### src/rtl/rv_pipe_pkg.sv
// Shared pipeline types for the fetch/decode boundary: bubble encoding,
// the IF/ID payload bundle and the skid-buffer occupancy encodings.
package rv_pipe_pkg;

  localparam int unsigned PC_WIDTH_C    = 64;
  localparam int unsigned INSTR_WIDTH_C = 32;
  localparam logic [31:0] NOP_INSTR_C   = 32'h0000_0013;  // addi x0,x0,0

  typedef struct packed {
    logic [PC_WIDTH_C-1:0]    pc;
    logic [INSTR_WIDTH_C-1:0] instr;
    logic                     pred_taken;
  } if_id_payload_t;

  typedef enum logic [1:0] {
    EMPTY = 2'd0,
    BUSY  = 2'd1,
    FULL  = 2'd2
  } occ_e;

endpackage

### src/rtl/if_id_skid_reg_if.sv
// Fetch-to-decode handshake bundle around the IF/ID register.
// The slave modport is the register's view; master is the surrounding pipeline.
interface if_id_skid_reg_if #(
  parameter int unsigned PC_WIDTH    = 64,
  parameter int unsigned INSTR_WIDTH = 32
);
  logic                   in_valid;
  logic                   in_ready;
  logic [PC_WIDTH-1:0]    PC_in;
  logic [INSTR_WIDTH-1:0] instruction_in;
  logic                   pred_taken_in;
  logic                   out_valid;
  logic                   out_ready;
  logic [PC_WIDTH-1:0]    PC_out;
  logic [INSTR_WIDTH-1:0] instruction_out;
  logic                   pred_taken_out;

  modport slave (
    input  in_valid, PC_in, instruction_in, pred_taken_in, out_ready,
    output in_ready, out_valid, PC_out, instruction_out, pred_taken_out
  );

  modport master (
    output in_valid, PC_in, instruction_in, pred_taken_in, out_ready,
    input  in_ready, out_valid, PC_out, instruction_out, pred_taken_out
  );
endinterface

### src/rtl/pipe_skid_buf.sv
// Payload-agnostic 2-entry skid buffer with synchronous flush. in_ready is a
// flop, so downstream ready never reaches upstream combinationally.
module pipe_skid_buf
  import rv_pipe_pkg::*;
#(
  parameter int unsigned W = 8
) (
  input  logic         clk,
  input  logic         rst,
  input  logic         flush,
  input  logic         in_valid,
  output logic         in_ready,
  input  logic [W-1:0] in_data,
  output logic         out_valid,
  input  logic         out_ready,
  output logic [W-1:0] out_data,
  output logic [1:0]   occupancy
);

  occ_e         state_q, state_d;
  logic [W-1:0] main_q, main_d;
  logic [W-1:0] skid_q, skid_d;
  logic         in_ready_q;
  logic         accept, pop;

  assign out_valid = (state_q != EMPTY);
  assign accept    = in_valid && in_ready_q;
  assign pop       = out_valid && out_ready;

  // NOTE: every output of this block gets a default first, so no path can infer a latch.
  always_comb begin
    state_d = state_q;
    main_d  = main_q;
    skid_d  = skid_q;
    unique case (state_q)
      EMPTY: if (accept) begin
        main_d  = in_data;
        state_d = BUSY;
      end
      BUSY: begin
        if (pop && accept) begin
          main_d = in_data;
        end else if (pop) begin
          state_d = EMPTY;
        end else if (accept) begin
          skid_d  = in_data;
          state_d = FULL;
        end
      end
      FULL: if (pop) begin
        main_d  = skid_q;
        state_d = BUSY;
      end
      default: state_d = EMPTY;
    endcase
    // Flush discards held and incoming entries; main keeps its stale payload.
    if (flush) begin
      state_d = EMPTY;
      main_d  = main_q;
      skid_d  = skid_q;
    end
  end

  // NOTE: the skid entry is never observable before being written, so it has no reset.
  always_ff @(posedge clk) begin
    skid_q <= skid_d;
  end

  // NOTE: state flops use non-blocking assignments so every flop samples pre-edge values.
  always_ff @(posedge clk) begin
    if (rst) begin
      state_q    <= EMPTY;
      main_q     <= '0;
      in_ready_q <= 1'b1;
    end else begin
      state_q    <= state_d;
      main_q     <= main_d;
      in_ready_q <= (state_d != FULL);
    end
  end

  assign in_ready  = in_ready_q;
  assign out_data  = main_q;
  assign occupancy = state_q;

endmodule

### src/rtl/if_id_skid_reg.sv
// IF/ID pipeline register: skid-buffered valid/ready transfer of
// {PC, instruction, prediction hint}, with a NOP bubble whenever invalid.
module if_id_skid_reg
  import rv_pipe_pkg::*;
#(
  parameter int unsigned            PC_WIDTH    = PC_WIDTH_C,
  parameter int unsigned            INSTR_WIDTH = INSTR_WIDTH_C,
  parameter logic [INSTR_WIDTH-1:0] NOP_INSTR   = INSTR_WIDTH'(NOP_INSTR_C)
) (
  input  logic                 clk,
  input  logic                 rst,
  input  logic                 flush,
  if_id_skid_reg_if.slave      bus,
  output logic [1:0]           occupancy
);

  typedef struct packed {
    logic [PC_WIDTH-1:0]    pc;
    logic [INSTR_WIDTH-1:0] instr;
    logic                   pred_taken;
  } payload_t;

  payload_t in_pl, head_pl;
  logic     head_valid;

  assign in_pl = '{pc: bus.PC_in, instr: bus.instruction_in, pred_taken: bus.pred_taken_in};

  pipe_skid_buf #(.W($bits(payload_t))) u_buf (
    .clk       (clk),
    .rst       (rst),
    .flush     (flush),
    .in_valid  (bus.in_valid),
    .in_ready  (bus.in_ready),
    .in_data   (in_pl),
    .out_valid (head_valid),
    .out_ready (bus.out_ready),
    .out_data  (head_pl),
    .occupancy (occupancy)
  );

  // PC passes through raw; it is meaningless while the output is invalid.
  assign bus.out_valid       = head_valid;
  assign bus.PC_out          = head_pl.pc;
  assign bus.instruction_out = head_valid ? head_pl.instr : NOP_INSTR;
  assign bus.pred_taken_out  = head_valid & head_pl.pred_taken;

endmodule

### src/flat_wrapper.sv
// flat-port wrapper written by rule: the top's interface ports become plain ports
module if_id_skid_reg_flat import rv_pipe_pkg::*;
#(
  parameter int unsigned            PC_WIDTH    = PC_WIDTH_C,
  parameter int unsigned            INSTR_WIDTH = INSTR_WIDTH_C,
  parameter logic [INSTR_WIDTH-1:0] NOP_INSTR   = INSTR_WIDTH'(NOP_INSTR_C)
)
  (clk, rst, flush, occupancy, bus_in_valid, bus_PC_in, bus_instruction_in, bus_pred_taken_in, bus_out_ready, bus_in_ready, bus_out_valid, bus_PC_out, bus_instruction_out, bus_pred_taken_out);
  if_id_skid_reg_if #(.PC_WIDTH(PC_WIDTH), .INSTR_WIDTH(INSTR_WIDTH)) bus_i ();
  input  logic clk;
  input  logic rst;
  input  logic flush;
  output logic [1:0] occupancy;
  input wire logic [$bits(bus_i.in_valid)-1:0] bus_in_valid;
  input wire logic [$bits(bus_i.PC_in)-1:0] bus_PC_in;
  input wire logic [$bits(bus_i.instruction_in)-1:0] bus_instruction_in;
  input wire logic [$bits(bus_i.pred_taken_in)-1:0] bus_pred_taken_in;
  input wire logic [$bits(bus_i.out_ready)-1:0] bus_out_ready;
  output wire logic [$bits(bus_i.in_ready)-1:0] bus_in_ready;
  output wire logic [$bits(bus_i.out_valid)-1:0] bus_out_valid;
  output wire logic [$bits(bus_i.PC_out)-1:0] bus_PC_out;
  output wire logic [$bits(bus_i.instruction_out)-1:0] bus_instruction_out;
  output wire logic [$bits(bus_i.pred_taken_out)-1:0] bus_pred_taken_out;
  assign bus_i.in_valid = bus_in_valid;
  assign bus_i.PC_in = bus_PC_in;
  assign bus_i.instruction_in = bus_instruction_in;
  assign bus_i.pred_taken_in = bus_pred_taken_in;
  assign bus_i.out_ready = bus_out_ready;
  assign bus_in_ready = bus_i.in_ready;
  assign bus_out_valid = bus_i.out_valid;
  assign bus_PC_out = bus_i.PC_out;
  assign bus_instruction_out = bus_i.instruction_out;
  assign bus_pred_taken_out = bus_i.pred_taken_out;
  if_id_skid_reg #(.PC_WIDTH(PC_WIDTH), .INSTR_WIDTH(INSTR_WIDTH), .NOP_INSTR(NOP_INSTR)) u_core (.clk(clk), .rst(rst), .flush(flush), .bus(bus_i), .occupancy(occupancy));
endmodule
### config.mk
export PLATFORM = sky130hd
export DESIGN_NAME = if_id_skid_reg_flat
export DESIGN_NICKNAME = d
export VERILOG_FILES = /design/src/rtl/rv_pipe_pkg.sv /design/src/rtl/if_id_skid_reg_if.sv /design/src/rtl/pipe_skid_buf.sv /design/src/rtl/if_id_skid_reg.sv /design/src/flat_wrapper.sv
export SDC_FILE = /design/constraint.sdc
export NUM_CORES = 1
export LEC_CHECK = 0
export ABC_AREA = 1
export CORE_AREA = 5 5 151 153
export DETAILED_ROUTE_END_ITERATION = 12
export DIE_AREA = 0 0 156 158
export PLACE_DENSITY = 0.71
export SLEW_MARGIN = 20
export SYNTH_ARGS = -nofsm -noshare
export SYNTH_HDL_FRONTEND = slang
export SYNTH_SLANG_ARGS = --single-unit
### constraint.sdc
create_clock -name clk -period 41.5 [get_ports clk]
set_input_delay 10.375 -clock clk [delete_from_list [all_inputs] [get_ports clk]]
set_output_delay 10.375 -clock clk [all_outputs]
set_load 0.02 [all_outputs]
After elaboration in Yosys (flattened, before gate mapping)
Cells that the tools add are included.

word-level totals
  word-level logic and storage cells = 34
  output and inout bits = 101
  flip-flop bits (word level) = 197
  input port bits = 102

cells by class
  muxes and demuxes = 12
  bitwise logic cells = 4
  equality and inequality tests = 6
  reduce and logical (&&, ||, !) cells = 8

operators by type and width
  cell                                                                   number
  97-bit 2-to-1 mux                                                      3
  97-bit one-hot mux with 3 select lines                                 1
  32-bit 2-to-1 mux                                                      1
  2-bit 2-to-1 mux                                                       6
  5-bit AND reduction                                                    2
  2-bit != test, second input constant                                   4
  2-bit one-hot mux with 3 select lines                                  1
  1-bit logical AND                                                      3
  1-bit NOT                                                              3
  3-bit nonzero test                                                     1
  2-bit by 1-bit equality test with 1-bit output, second input constant  1
  2-bit equality test, second input constant                             1
  2-bit logical NOT                                                      1
  2-bit nonzero test                                                     1
  1-bit bitwise AND                                                      1

Longest topological paths before layout
  depth in word-level cells = 7
  depth in mapped cells = 10
  mapped depth without buffers = 8

By module
A second synthesis with hierarchy kept.

second synthesis, totals
  cells, all modules = 1114
  area, all modules = 8491.9 um2

by module, submodules not included
  module          cells an instance  sequential area each (um2)  instances  area each (um2)
  pipe_skid_buf   1044               4914.7                      1          8165.3
  if_id_skid_reg  70                 0.0                         1          326.6

Worst setup path after synthesis
OpenSTA, ideal clock, no wires.

  path type = input -> register
  start point = input port bus_in_valid
  end point = register u_core.u_buf.skid_q[0], enable pin
  stages = 2
  setup time = 0.792 ns
  arrival time = 19.759 ns
  path buffers = 0
  required time = 40.708 ns
  path slack = 20.950 ns
  path through = nand2_1 > nor4_1

between the ends
  word-level cells in the longest chain between the ends = 4

RTL lines
  element                          RTL line             source
  start: declaration               flat_wrapper.sv:14   input wire logic [$bits(bus_i.in_valid)-1:0] bus_in_valid;
  1-bit logical AND *              pipe_skid_buf.sv:27  assign accept = in_valid && in_ready_q;
  1-bit logical AND                pipe_skid_buf.sv:41  if (pop && accept) begin
  1-bit NOT (no line)              n/a
  5-bit AND reduction (no line) *  n/a
  end signal: assignment           pipe_skid_buf.sv:66  skid_q <= skid_d;
  end: declaration                 pipe_skid_buf.sv:22  logic [W-1:0] skid_q, skid_d;

Mark *: on every way between the ends. The rest lies on a longest branch, timed or not.
A chain may end at the register's enable or synchronous reset.

Worst setup path in the final report
  start point = register u_core.u_buf.state_q[1], in the netlist u_core.u_buf.occupancy[1]
  end point = output port bus_instruction_out[4]

between the ends
  word-level cells in the longest chain between the ends = 2

RTL lines
  element                   RTL line              source
  start: declaration        pipe_skid_buf.sv:20   occ_e state_q, state_d;
  start signal: assignment  pipe_skid_buf.sv:76   state_q <= state_d;
  2-bit nonzero test        pipe_skid_buf.sv:26   assign out_valid = (state_q != EMPTY);
  32-bit 2-to-1 mux         if_id_skid_reg.sv:44  assign bus.instruction_out = head_valid ? head_pl.instr : NOP_INSTR;
  end: declaration          flat_wrapper.sv:22    output wire logic [$bits(bus_i.instruction_out)-1:0] bus_instruction_out;

Every way passes these cells.

==> impl_metrics.yaml <==
global_routing:
  grtUsageTotal_pct: 18.80
  gr-total-overflow: 0
  antenna_found_initial: 3
  grt_pass1_wl_um: 37030
  grt_pass1_vias: 7199
  grt_max_degree: 99
logic_synthesis:
  yosys.cell_types.count: 20
  synthXorXnorAreaFrac_pct: 0
  synth_top_family_by_area: "simple AND/OR/NAND/NOR gates"
  syn_area_um2: 9338
  syn_avg_cell_area_um2: 7.756
  synth_adder_area_share_pct: 0
  yosysSeqAreaShare_pct: 52.63
  ys_warn_count: 0
  syn_nets: 1306
  synth-seq-cells: 197
  syn_inst: 1204
  synth_compound_area_share_pct: 0.1876
  yosys.area_share.simple_pct: 32.31
  synthMuxAreaShare_pct: 0
power_and_ir_drop:
  p_leak_nw: 5.059
  combPwrFrac_pct: 14.0
  pwr-share-seq_pct: 49.0
  p_int_w: 0.0003243
  swShare_pct: 26.47
  clkPwrFrac_pct: 37.0
  power.density_nw_per_um2: 38.35
  p_switching_w: 0.0001167
  ir_drop_mv: 0.02821
timing:
  tns_ns: 0
  period_minus_slack_ns: 12.93
  hold_viol_final: 0
  slew_headroom_pct: 26.54
  setup_viol: 0
  skew_ns: 0.008779
  post-route-period-util_pct: 31.16
  worst_pin_slew_ns: 1.102
  rsz0062_at_grt: "false"
  fmax_mhz: 77.34
  slew_violations: 0
finish:
  register_area_um2: 4918
  fin_util_pct: 53.70
  diodes: 0
  drive_gt1_share_pct: 4.205
  final_cell_area_um2: 11500
  area_growth_pct: 23.17
  fin_nets: 1397
  multi_input_area_um2: 3059
  fillers: 2024
floorplanning:
  fp.dieH_um: 158
  core_area_um2: 21420
  ios: 203
  rows: 54
  start_util_pct: 43.60
  dieWidth_um: 156
  fp.dieArea_um2: 24650
place:
  port_buffers: 202
  place_congestion: 0.7423
  place_area_um2: 10920
  hpwl_um: 14190
clock_tree:
  cts.sinks: 197
  clkTransAtPathRegs_ns: 0.07
  cts_setup_buffers: 0
  cts_hold_buf: 0
  cts_buffer_depth: 2
  clockRootBuffer: "clkbuf_16"
  cts_tree: "built"
  cts_resized: 0
  h-tree-depth: 4
  cts_buffers: 17
  clock_latency_ns: 0.43
hold_path:
  hold_path_class: "register to register"
  min_to: "u_core.u_buf.out_data[58]$_SDFFE_PP0P_"
  min_path_cells: 2
  min_from: "u_core.u_buf.out_data[58]$_SDFFE_PP0P_"
setup_path:
  slowest_stage: "nor2_4"
  arrival_ns: 2.56
  max_stage_delay_ns: 0.76
  startpoint: "u_core.u_buf.occupancy[1]$_SDFF_PP0_"
  reg2reg_from: "u_core.u_buf.occupancy[1]$_SDFF_PP0_"
  crit_chain: "nor2_4 > or2_2 > clkdlybuf4s50_1"
  rr_worst_depth: 8
  worstSetupPathType: "register to primary output"
  crit_required_ns: 31.12
  crit_fanout: 37
  reg2reg_to: "u_core.u_buf.out_data[25]$_SDFFE_PP0P_"
  startpoint_type: "register"
  crit_path_end_kind: "primary output"
  rrSetupSlack_ns: 38.05
routing:
  ant_nets: 0
  vias: 7574
  drtIter0Drc: 429
  drcViolationCount: 0
  totalWireLength_um: 23460
  drt-wirelength-per-cell_um: 14.77
  drtPass1Iterations: 6
  viasPerCell: 4.770
outcome:
  status: "completed"
job:
  cap_violations: 0
==> metal layers <==
layer / wire, µm / vias up / share of wire [%] / track usage [%]
met1: 10610 / 3422 / 45 / 25.29
met2: 10470 / 266 / 45 / 30.16
met5: 39 / - / 0.17 / 0
met4: 285 / 6 / 1.2 / 5.252
met3: 2040 / 23 / 8.7 / 4.893
li1: - / 3857 / - / -
==> state kept, by name (all words and copies together), names as in the netlist <==
register                count
u_core.u_buf.skid_q        97
u_core.u_buf.out_data      97
u_core.u_buf.occupancy      2
u_core.u_buf.in_ready       1
==> cell families after synthesis <==
logic type | Yosys count
buffers and inverters | 275
DFF | 197
and+or+nand+nor | 729
AOI/OAI and AO/OA | 3
==> power groups by stage <==
stage          Clock, W  Combinational (W)  Sequential, W
2_1_floorplan         0          0.0000414       0.000220
3_3_place_gp          0          0.0000614       0.000220
3_5_place_dp          0          0.0000620       0.000221
4_1_cts        0.000166          0.0000622       0.000216
5_1_grt        0.000174          0.0000686       0.000217
6_report       0.000163          0.0000617       0.000216
==> cell usage after synthesis, drive strengths merged <==
| cell | count | area share [%] |
|---|---|---|
| nand2 | 298 | 12 |
| nor2 | 231 | 9.5 |
| nand3 | 195 | 10 |
| inv | 137 | 5.5 |
| buf | 125 | 8.8 |
| dfxtp | 100 | 21 |
| edfxtp | 97 | 31 |
| clkbuf | 13 | 0.52 |
| or2 | 3 | 0.20 |
| o21ai | 2 | 0.11 |
| nor3 | 1 | 0.054 |
| nor4 | 1 | 0.067 |
| o211ai | 1 | 0.080 |
==> area by class of cell <==
| class | instances | share of cell area [%] |
|---|---|---|
| flip-flops and latches | 197 | 42.77 |
| multi-input cells | 732 | 26.60 |
| repair buffers | 210 | 18.10 |
| inverters | 137 | 4.504 |
| clock buffers | 17 | 3.699 |
| well taps | 280 | 3.046 |
| clock inverters | 15 | 1.284 |
==> worst max path at each step <==
stage / to / slack [ns] / depth (start not counted)
after floorplan: u_core.u_buf.skid_q[0]$_DFFE_PP_ / 20.95 / 2
after global routing: bus_instruction_out[1] / 28.43 / 3
final: bus_instruction_out[4] / 28.57 / 3
after global placement: u_core.u_buf.out_data[51]$_SDFFE_PP0P_ / 28.65 / 7
after CTS: bus_instruction_out[1] / 28.55 / 3
after detailed placement: u_core.u_buf.out_data[43]$_SDFFE_PP0P_ / 28.61 / 7
==> per-stage QoR <==
step | total power [W] | hold slack [ns] | setup WS (ns) | std cells
after CTS | 0.0004449 | 0.4849 | 28.55 | 1588
after floorplan | 0.0002613 | 0.4472 | 20.95 | 1204
after global routing | 0.0004599 | 0.5003 | 28.43 | 1588
final | 0.0004410 | 0.4822 | 28.57 | 1588
after detailed placement | 0.0002826 | 0.4695 | 28.61 | 1556
after global placement | 0.0002818 | 0.4542 | 28.65 | 1556
==> critical path: cells and delay by family, from the launching register on <==
| family | cells | cell delay (ns) |
|---|---|---|
| buffers and inverters | 1 | 0.60 |
| flip-flops | 1 | 0.48 |
| AND/OR/NAND/NOR | 2 | 1.03 |
==> cell usage in the layout (no fill, tap or decap) <==
master	instances
nand2_8	1
edfxtp_1	97
o21ai_1	2
clkinv_2	4
clkinvlp_4	3
clkinv_4	3
nor2_1	228
nand3_1	195
buf_4	8
or2_2	3
nor3_1	1
nor2_4	3
inv_2	2
nor4_2	1
dfxtp_1	99
inv_1	132
dfxtp_4	1
nand2_2	2
clkinv_1	1
o211ai_1	1
bufinv_16	1
inv_8	3
nand2_1	295
inv_6	3
clkbuf_16	17
clkdlybuf4s50_1	202
Note: power is estimated with default switching activity, not from simulation.
